## src/rtl/jtframe_inputs_pkg.sv

```systemverilog
// Shared scancodes, joystick-word bit positions and the per-player control type
// used by the jtframe input mapper.
package jtframe_inputs_pkg;

  localparam logic [7:0] KEY_UP        = 8'h75;
  localparam logic [7:0] KEY_DOWN      = 8'h72;
  localparam logic [7:0] KEY_LEFT      = 8'h6B;
  localparam logic [7:0] KEY_RIGHT     = 8'h74;
  localparam logic [7:0] KEY_B0        = 8'h14;
  localparam logic [7:0] KEY_B0_ALT    = 8'h11;
  localparam logic [7:0] KEY_B1        = 8'h29;
  localparam logic [7:0] KEY_B2        = 8'h12;
  localparam logic [7:0] KEY_B3        = 8'h1A;
  localparam logic [7:0] KEY_P2_UP     = 8'h2D;
  localparam logic [7:0] KEY_P2_DOWN   = 8'h2B;
  localparam logic [7:0] KEY_P2_LEFT   = 8'h23;
  localparam logic [7:0] KEY_P2_RIGHT  = 8'h34;
  localparam logic [7:0] KEY_P2_B0     = 8'h1C;
  localparam logic [7:0] KEY_P2_B1     = 8'h1B;
  localparam logic [7:0] KEY_P2_B2     = 8'h15;
  localparam logic [7:0] KEY_P2_B3     = 8'h1D;
  localparam logic [7:0] KEY_START0    = 8'h05;
  localparam logic [7:0] KEY_START1    = 8'h06;
  localparam logic [7:0] KEY_COIN0     = 8'h04;
  localparam logic [7:0] KEY_COIN0_ALT = 8'h2E;
  localparam logic [7:0] KEY_COIN1     = 8'h36;
  localparam logic [7:0] KEY_PAUSE     = 8'h0C;
  localparam logic [7:0] KEY_TEST      = 8'h03;

  localparam int CTRL_RIGHT = 0;
  localparam int CTRL_LEFT  = 1;
  localparam int CTRL_DOWN  = 2;
  localparam int CTRL_UP    = 3;
  localparam int CTRL_BTN0  = 4;

  // Directions in [3:0], buttons 0..3 in [7:4]
  typedef logic [7:0] ctrl_t;

  function automatic int joy_start_bit(input int buttons);
    return 4 + buttons;
  endfunction

  function automatic int joy_coin_bit(input int buttons);
    return 5 + buttons;
  endfunction

  function automatic int joy_pause_bit(input int buttons);
    return 6 + buttons;
  endfunction

  function automatic ctrl_t ctrl_mask(input int buttons);
    ctrl_t m;
    m = 8'h0F;
    for (int k = 0; k < 4; k++) begin
      if (k < buttons) m[4+k] = 1'b1;
      else             m[4+k] = 1'b0;
    end
    return m;
  endfunction

endpackage

```

## src/rtl/jtframe_coin_pulse.sv

```systemverilog
// Stretches a rising edge on trigger into a pulse of exactly COIN_CYCLES clocks;
// edges arriving while a pulse is running are swallowed.
module jtframe_coin_pulse #(
  parameter logic [23:0] COIN_CYCLES = 24'd480000
) (
  input  logic clk,
  input  logic rst,
  input  logic trigger,
  output logic pulse
);

  logic        trig_q;
  logic [23:0] cnt_q, cnt_d;

  // Reload only from idle so a second press cannot extend a running pulse
  always_comb begin
    cnt_d = cnt_q;
    if (cnt_q != 24'd0) begin
      cnt_d = cnt_q - 24'd1;
    end else if (trigger && !trig_q) begin
      cnt_d = COIN_CYCLES;
    end else begin
      cnt_d = cnt_q;
    end
  end

  // Edge register and down-counter
  always_ff @(posedge clk) begin
    if (rst) begin
      trig_q <= 1'b0;
      cnt_q  <= 24'd0;
    end else begin
      trig_q <= trigger;
      cnt_q  <= cnt_d;
    end
  end

  assign pulse = (cnt_q != 24'd0);

endmodule

```

## src/rtl/jtframe_inputs_mapper.sv

```systemverilog
// Merges PS/2 key events and per-player MiSTer joystick words into game-polarity
// control buses. Optional autofire on button0 is built when JTFRAME_AUTOFIRE_EN is defined.
module jtframe_inputs_mapper
  import jtframe_inputs_pkg::*;
#(
  parameter int          PLAYERS     = 2,
  parameter int          BUTTONS     = 2,
  parameter logic [23:0] COIN_CYCLES = 24'd480000,
  parameter int          ACTIVE_LOW  = 1
`ifdef JTFRAME_AUTOFIRE_EN
  ,
  parameter logic [23:0] AUTOFIRE_HALF = 24'd1600000
`endif
) (
  input  logic                             clk,
  input  logic                             rst,
  input  logic [10:0]                      ps2_key,
  input  logic [PLAYERS*16-1:0]            joy,
  input  logic                             pause_clr,
`ifdef JTFRAME_AUTOFIRE_EN
  input  logic                             autofire,
`endif
  output logic [PLAYERS*(BUTTONS+4)-1:0]   joystick,
  output logic [PLAYERS-1:0]               start,
  output logic [PLAYERS-1:0]               coin,
  output logic                             test,
  output logic                             pause
);

  localparam int FW = BUTTONS + 4;
  localparam int JW = PLAYERS * FW;
  localparam ctrl_t MASK_P0 = ctrl_mask(BUTTONS);
  localparam ctrl_t MASK_P1 = (PLAYERS > 1) ? ctrl_mask(BUTTONS) : 8'h00;
  localparam logic [1:0] MASK_SYS = (PLAYERS > 1) ? 2'b11 : 2'b01;
  localparam logic [JW-1:0]      INV_J = (ACTIVE_LOW != 0) ? {JW{1'b1}} : {JW{1'b0}};
  localparam logic [PLAYERS-1:0] INV_P = (ACTIVE_LOW != 0) ? {PLAYERS{1'b1}} : {PLAYERS{1'b0}};
  localparam logic               INV_T = (ACTIVE_LOW != 0);

  logic              strobe_q;
  logic              ps2_evt_s;
  ctrl_t [1:0]       key_ctrl_q, key_ctrl_d;
  logic  [1:0]       key_start_q, key_start_d;
  logic  [1:0]       key_coin_q, key_coin_d;
  logic              key_pause_q, key_pause_d;
  logic              key_test_q, key_test_d;

  logic [JW-1:0]      joystick_s, joystick_q;
  logic [PLAYERS-1:0] raw_start_s, raw_coin_s, joy_pause_s, coin_pulse_s;
  logic [PLAYERS-1:0] start_q, coin_q;
  logic               test_q;
  logic               pause_req_s, pause_req_q, pause_q;
  logic               af_gate_s;
  logic               unused_s;

  assign ps2_evt_s = strobe_q ^ ps2_key[10];

  // Scancode decode: an event overwrites the selected latch with the make/break bit
  always_comb begin
    key_ctrl_d  = key_ctrl_q;
    key_start_d = key_start_q;
    key_coin_d  = key_coin_q;
    key_pause_d = key_pause_q;
    key_test_d  = key_test_q;
    if (ps2_evt_s) begin
      case (ps2_key[7:0])
        KEY_RIGHT:                key_ctrl_d[0][CTRL_RIGHT]  = ps2_key[9];
        KEY_LEFT:                 key_ctrl_d[0][CTRL_LEFT]   = ps2_key[9];
        KEY_DOWN:                 key_ctrl_d[0][CTRL_DOWN]   = ps2_key[9];
        KEY_UP:                   key_ctrl_d[0][CTRL_UP]     = ps2_key[9];
        KEY_B0, KEY_B0_ALT:       key_ctrl_d[0][CTRL_BTN0]   = ps2_key[9];
        KEY_B1:                   key_ctrl_d[0][CTRL_BTN0+1] = ps2_key[9];
        KEY_B2:                   key_ctrl_d[0][CTRL_BTN0+2] = ps2_key[9];
        KEY_B3:                   key_ctrl_d[0][CTRL_BTN0+3] = ps2_key[9];
        KEY_P2_RIGHT:             key_ctrl_d[1][CTRL_RIGHT]  = ps2_key[9];
        KEY_P2_LEFT:              key_ctrl_d[1][CTRL_LEFT]   = ps2_key[9];
        KEY_P2_DOWN:              key_ctrl_d[1][CTRL_DOWN]   = ps2_key[9];
        KEY_P2_UP:                key_ctrl_d[1][CTRL_UP]     = ps2_key[9];
        KEY_P2_B0:                key_ctrl_d[1][CTRL_BTN0]   = ps2_key[9];
        KEY_P2_B1:                key_ctrl_d[1][CTRL_BTN0+1] = ps2_key[9];
        KEY_P2_B2:                key_ctrl_d[1][CTRL_BTN0+2] = ps2_key[9];
        KEY_P2_B3:                key_ctrl_d[1][CTRL_BTN0+3] = ps2_key[9];
        KEY_START0:               key_start_d[0] = ps2_key[9];
        KEY_START1:               key_start_d[1] = ps2_key[9];
        KEY_COIN0, KEY_COIN0_ALT: key_coin_d[0]  = ps2_key[9];
        KEY_COIN1:                key_coin_d[1]  = ps2_key[9];
        KEY_PAUSE:                key_pause_d    = ps2_key[9];
        KEY_TEST:                 key_test_d     = ps2_key[9];
        default:                  key_ctrl_d     = key_ctrl_q;
      endcase
    end else begin
      key_ctrl_d = key_ctrl_q;
    end
  end

  // Strobe edge register and key latches; masks keep absent players/buttons clear
  always_ff @(posedge clk) begin
    if (rst) begin
      strobe_q    <= ps2_key[10];
      key_ctrl_q  <= '0;
      key_start_q <= 2'b00;
      key_coin_q  <= 2'b00;
      key_pause_q <= 1'b0;
      key_test_q  <= 1'b0;
    end else begin
      strobe_q      <= ps2_key[10];
      key_ctrl_q[0] <= key_ctrl_d[0] & MASK_P0;
      key_ctrl_q[1] <= key_ctrl_d[1] & MASK_P1;
      key_start_q   <= key_start_d & MASK_SYS;
      key_coin_q    <= key_coin_d & MASK_SYS;
      key_pause_q   <= key_pause_d;
      key_test_q    <= key_test_d;
    end
  end

`ifdef JTFRAME_AUTOFIRE_EN
  logic [23:0] af_cnt_q;
  logic        af_phase_q;

  // Free-running autofire phase, flipping every AUTOFIRE_HALF clocks
  always_ff @(posedge clk) begin
    if (rst) begin
      af_cnt_q   <= 24'd0;
      af_phase_q <= 1'b1;
    end else if (af_cnt_q == AUTOFIRE_HALF - 24'd1) begin
      af_cnt_q   <= 24'd0;
      af_phase_q <= ~af_phase_q;
    end else begin
      af_cnt_q   <= af_cnt_q + 24'd1;
      af_phase_q <= af_phase_q;
    end
  end

  assign af_gate_s = autofire ? af_phase_q : 1'b1;
`else
  assign af_gate_s = 1'b1;
`endif

  for (genvar p = 0; p < PLAYERS; p++) begin : g_player
    logic [FW-1:0] raw_s, fire_s;
    logic          key_start_s, key_coin_s;

    // Keyboard only reaches the first two players
    if (p < 2) begin : g_key
      assign raw_s       = joy[16*p +: FW] | key_ctrl_q[p][FW-1:0];
      assign key_start_s = key_start_q[p];
      assign key_coin_s  = key_coin_q[p];
    end else begin : g_nokey
      assign raw_s       = joy[16*p +: FW];
      assign key_start_s = 1'b0;
      assign key_coin_s  = 1'b0;
    end

    // Autofire gate applies to button0 only
    always_comb begin
      fire_s            = raw_s;
      fire_s[CTRL_BTN0] = raw_s[CTRL_BTN0] & af_gate_s;
    end

    assign joystick_s[p*FW +: FW] = fire_s;
    assign raw_start_s[p] = joy[16*p + joy_start_bit(BUTTONS)] | key_start_s;
    assign raw_coin_s[p]  = joy[16*p + joy_coin_bit(BUTTONS)]  | key_coin_s;
    assign joy_pause_s[p] = joy[16*p + joy_pause_bit(BUTTONS)];

    jtframe_coin_pulse #(
      .COIN_CYCLES (COIN_CYCLES)
    ) u_coin (
      .clk     (clk),
      .rst     (rst),
      .trigger (raw_coin_s[p]),
      .pulse   (coin_pulse_s[p])
    );
  end

  assign pause_req_s = key_pause_q | (|joy_pause_s);

  // Game-facing output registers with polarity applied here
  always_ff @(posedge clk) begin
    if (rst) begin
      joystick_q <= INV_J;
      start_q    <= INV_P;
      coin_q     <= INV_P;
      test_q     <= INV_T;
    end else begin
      joystick_q <= joystick_s ^ INV_J;
      start_q    <= raw_start_s ^ INV_P;
      coin_q     <= coin_pulse_s ^ INV_P;
      test_q     <= key_test_q ^ INV_T;
    end
  end

  // Pause toggles on a request edge; the clear has priority over a same-cycle edge
  always_ff @(posedge clk) begin
    if (rst) begin
      pause_req_q <= 1'b0;
      pause_q     <= 1'b0;
    end else begin
      pause_req_q <= pause_req_s;
      if (pause_clr) begin
        pause_q <= 1'b0;
      end else if (pause_req_s && !pause_req_q) begin
        pause_q <= ~pause_q;
      end else begin
        pause_q <= pause_q;
      end
    end
  end

  assign joystick = joystick_q;
  assign start    = start_q;
  assign coin     = coin_q;
  assign test     = test_q;
  assign pause    = pause_q;

  assign unused_s = ^{joy, ps2_key[8], key_ctrl_q, key_start_q, key_coin_q};

endmodule

```

## config.mk

```make
export PLATFORM = sky130hd
export DESIGN_NAME = jtframe_inputs_mapper
export DESIGN_NICKNAME = d
export VERILOG_FILES = /design/src/rtl/jtframe_inputs_pkg.sv /design/src/rtl/jtframe_coin_pulse.sv /design/src/rtl/jtframe_inputs_mapper.sv
export SDC_FILE = /design/constraint.sdc
export NUM_CORES = 1
export LEC_CHECK = 0
export BUFFER_PORTS_ARGS = -buffer_cell sky130_fd_sc_hd__buf_2
export CORE_UTILIZATION = 50
export DETAILED_ROUTE_END_ITERATION = 6
export GPL_ROUTABILITY_DRIVEN = 0
export PLACE_DENSITY = 0.71
export SLEW_MARGIN = 20
export SYNTH_ARGS = -nofsm -noshare
export SYNTH_HDL_FRONTEND = slang
export SYNTH_HIERARCHICAL = 1
export SYNTH_SLANG_ARGS = --single-unit
export TNS_END_PERCENT = 1
```

## constraint.sdc

```tcl
create_clock -name clk -period 4 [get_ports clk]
set_input_delay 0.4 -clock clk [delete_from_list [all_inputs] [get_ports clk]]
set_output_delay 0.4 -clock clk [all_outputs]
set_load 0.01 [all_outputs]
```

==> flow_summary.toml <==
[synth]
synth_area_sq_um = 4309
synth_cell_types = 55
synth-adder-area-share_pct = 0.5807
synth_top_area_cell = "dfxtp_1"
synthCells = 476
synth_compound_area_share_pct = 18.50
yosys.area_share.simple_pct = 27.58
synth_ff_type = "dfxtp_1"
yosys-top-cells-area = "dfxtp_1 (41%), a21oi_1 (4.2%), mux2i_1 (4.2%), nor2_1 (3.9%), or4_1 (3.8%)"
ys_warn_count = 6
async_flop_share_pct = 0
synth_top_area_share_pct = 40.88
syn_nets = 524
synth.most_common_cell = "dfxtp_1"
synth_edf_count = 0
ys_ff_latch = 88
synth_top_family_by_area = "simple AND/OR/NAND/NOR gates"
synth_xor_xnor_area_share_pct = 0.8130
synthMuxAreaShare_pct = 7.840
avgSynthCellArea_sq_um = 9.053
synth.top_cells.by_count = "dfxtp_1 (88), nor2_1 (45), a21oi_1 (36)"
yosysSeqAreaShare_pct = 40.88

[sta]
period_minus_slack_ps = 2619
tns_ps = 0
worstMarginPinSlew_ps = 891.8
skew_ps = 17.50
rsz0062_at_grt = "false"
whs_ps = 183.2
drv_slew = 0
hold_viol_final = 0
slew_headroom_pct = 40.35
fin_crit_sh_pct = 65.48
setup_viol = 0
fmax_mhz = 381.8

[final_layout]
finalNetCount = 556
antenna_cells = 0
fin_util_pct = 57.83
drive_above_1_share_pct = 17.74
design_area_sq_um = 4776
syn_to_final_growth_pct = 10.83

[hold_path]
worstHoldStart = "ps2_key[10]"
hp-class = "in -> reg"

[clock_network]
clockRootBuffer = "clkbuf_8"
cts_max_path_buffers = 2
cts_buffers = 9
clock_latency_ps = 360
cts_tree = "built"
cts_max_level = 3
post_cts_buffers = 0
ctsResizeCount = 0
clock_sinks = 88
clk_pin_slew_ps = 100
postCtsHoldBufs = 0

[global_route]
grt_pass1_wl_microns = 14990
grt_max_degree = 64
antenna_found_initial = 0
groute.usage.overall_pct = 21.03
grt_pass1_vias = 3354
grt_overflow = 0

[route]
wirelength_microns = 8749
drt-wirelength-per-cell_microns = 14.16
vias = 3705
drc_errors = 0
first_iter_violations = 170
drt_pre_antenna_iters = 4
vias_per_cell = 5.995
antenna_left = 0

[power]
power_density_nw_per_um2 = 874.6
power_leakage_nw = 1.914
power_mw = 4.177
vdd.ir_drop.worst_v = 0.0005004

[placement]
post-dp-hpwl_microns = 6138
postPlaceCellArea_sq_um = 4577
portBuffers = 48

[floorplan]
start_util_pct = 52.18
core_sq_um = 8258
fp.dieW_microns = 94.84
rows = 33
io_pins = 64
dieArea_sq_um = 8994
die_h_microns = 94.84

[worst_setup_path]
crit_start = "g_player[1].u_coin/cnt_q[4]"
critPathRequiredTime_ps = 4240
critPathBufInv = 0
critPathCaptureType = "flop"
crit_slowest_cell = "or4_1"
path_cells = "or4_1 -> or4_1 -> a2111oi_4 -> mux2_1"
path_class = "reg -> reg"
slowest_delay_ps = 730
startpoint_type = "flop"
cp_max_fo = 8
arrival_ps = 2860
cp_top_family = "simple AND/OR/NAND/NOR gates"
regToRegStartpoint = "g_player[1].u_coin/cnt_q[4]"
cpMostUsedCell = "or4_1"

[status]
outcome = "finished, final reports clean"

[run]
maxCapViolCount = 0
-- worst paths after layout --
check	to	slack [ps]	cells after the start
max	g_player[1].u_coin/cnt_q[21]	1380	4
min	strobe_q	180	1
max reg2reg	g_player[1].u_coin/cnt_q[21]	1380	4
min reg2reg	test	400	1
-- area by class of cell --
| type | count | area, sq um |
|---|---|---|
| inverters | 8 | 30.03 |
| well taps | 105 | 131.4 |
| multi-input cells | 349 | 2384 |
| fillers | 758 | 3482 |
| repair buffers | 52 | 272.8 |
| flip-flops and latches | 88 | 1762 |
| clock inverters | 7 | 72.57 |
| clock buffers | 9 | 123.9 |
-- where the power goes --
group	switching [mW]	total [mW]	leakage [nW]	internal [mW]
clock	0.353	0.598	0.0970	0.245
sequential	0.248	1.36	0.722	1.11
combinational	1.41	2.22	1.10	0.810
total	2.01	4.18	1.91	2.16
-- routing by layer --
layer / vias to the layer above / part of all wire, % / global-route usage, %
met5: - / 0 / 0
met4: 0 / 0.75 / 5.934
met3: 7 / 2.8 / 5.717
met2: 46 / 49 / 35.13
met1: 1780 / 47 / 26.47
li1: 1872 / - / -
-- cells in the final DEF (no fill, tap or decap), types with 6 or more instances in the layout --
cell type,instances
dfxtp_1,88
a211oi_1,8
inv_1,8
buf_2,47
nor2_1,45
or4_1,22
or3_1,8
a21oi_1,36
nand4_1,14
mux2_1,10
nand3_1,10
nor2b_1,17
o31ai_1,8
nand2b_1,10
nand2_1,15
o21ai_0,8
o21bai_1,16
mux2i_1,18
or2_2,6
nor4_1,18
clkbuf_8,9
nor3_1,11
a31o_2,6
-- logic make-up after synthesis --
kind of cell	count (synthesis)
flip-flops	88
buffers and inverters	39
AND/OR/NAND/NOR	200
AO/OA/AOI/OAI	111
adder cells (fa/ha/maj)	2
multiplexers	32
XOR/XNOR	4
-- worst register-to-register path: stages, from the launching register on --
cell       delay (ps)
dfxtp_1           380
or4_1             670
or4_1             740
a2111oi_4         370
mux2_1            350
-- sequential cells by signal, summed over array words and instances (netlist names) --
signal	flops
key_pause_q	1
pause_req_q	1
key_ctrl_q	12
key_test_q	1
key_start_q	2
key_coin_q	2
strobe_q	1
g_player.u_coin/trig_q	2
test	1
g_player.u_coin/cnt_q	48
pause	1
start	2
coin	2
joystick	12
-- stage by stage --
step	instances	worst slack, ps
finish	618	1381
global route	618	1271
CTS	618	1377
detailed placement	602	1391
global placement	602	1436
floorplan	476	1583
(Power assumes the default switching activity.)
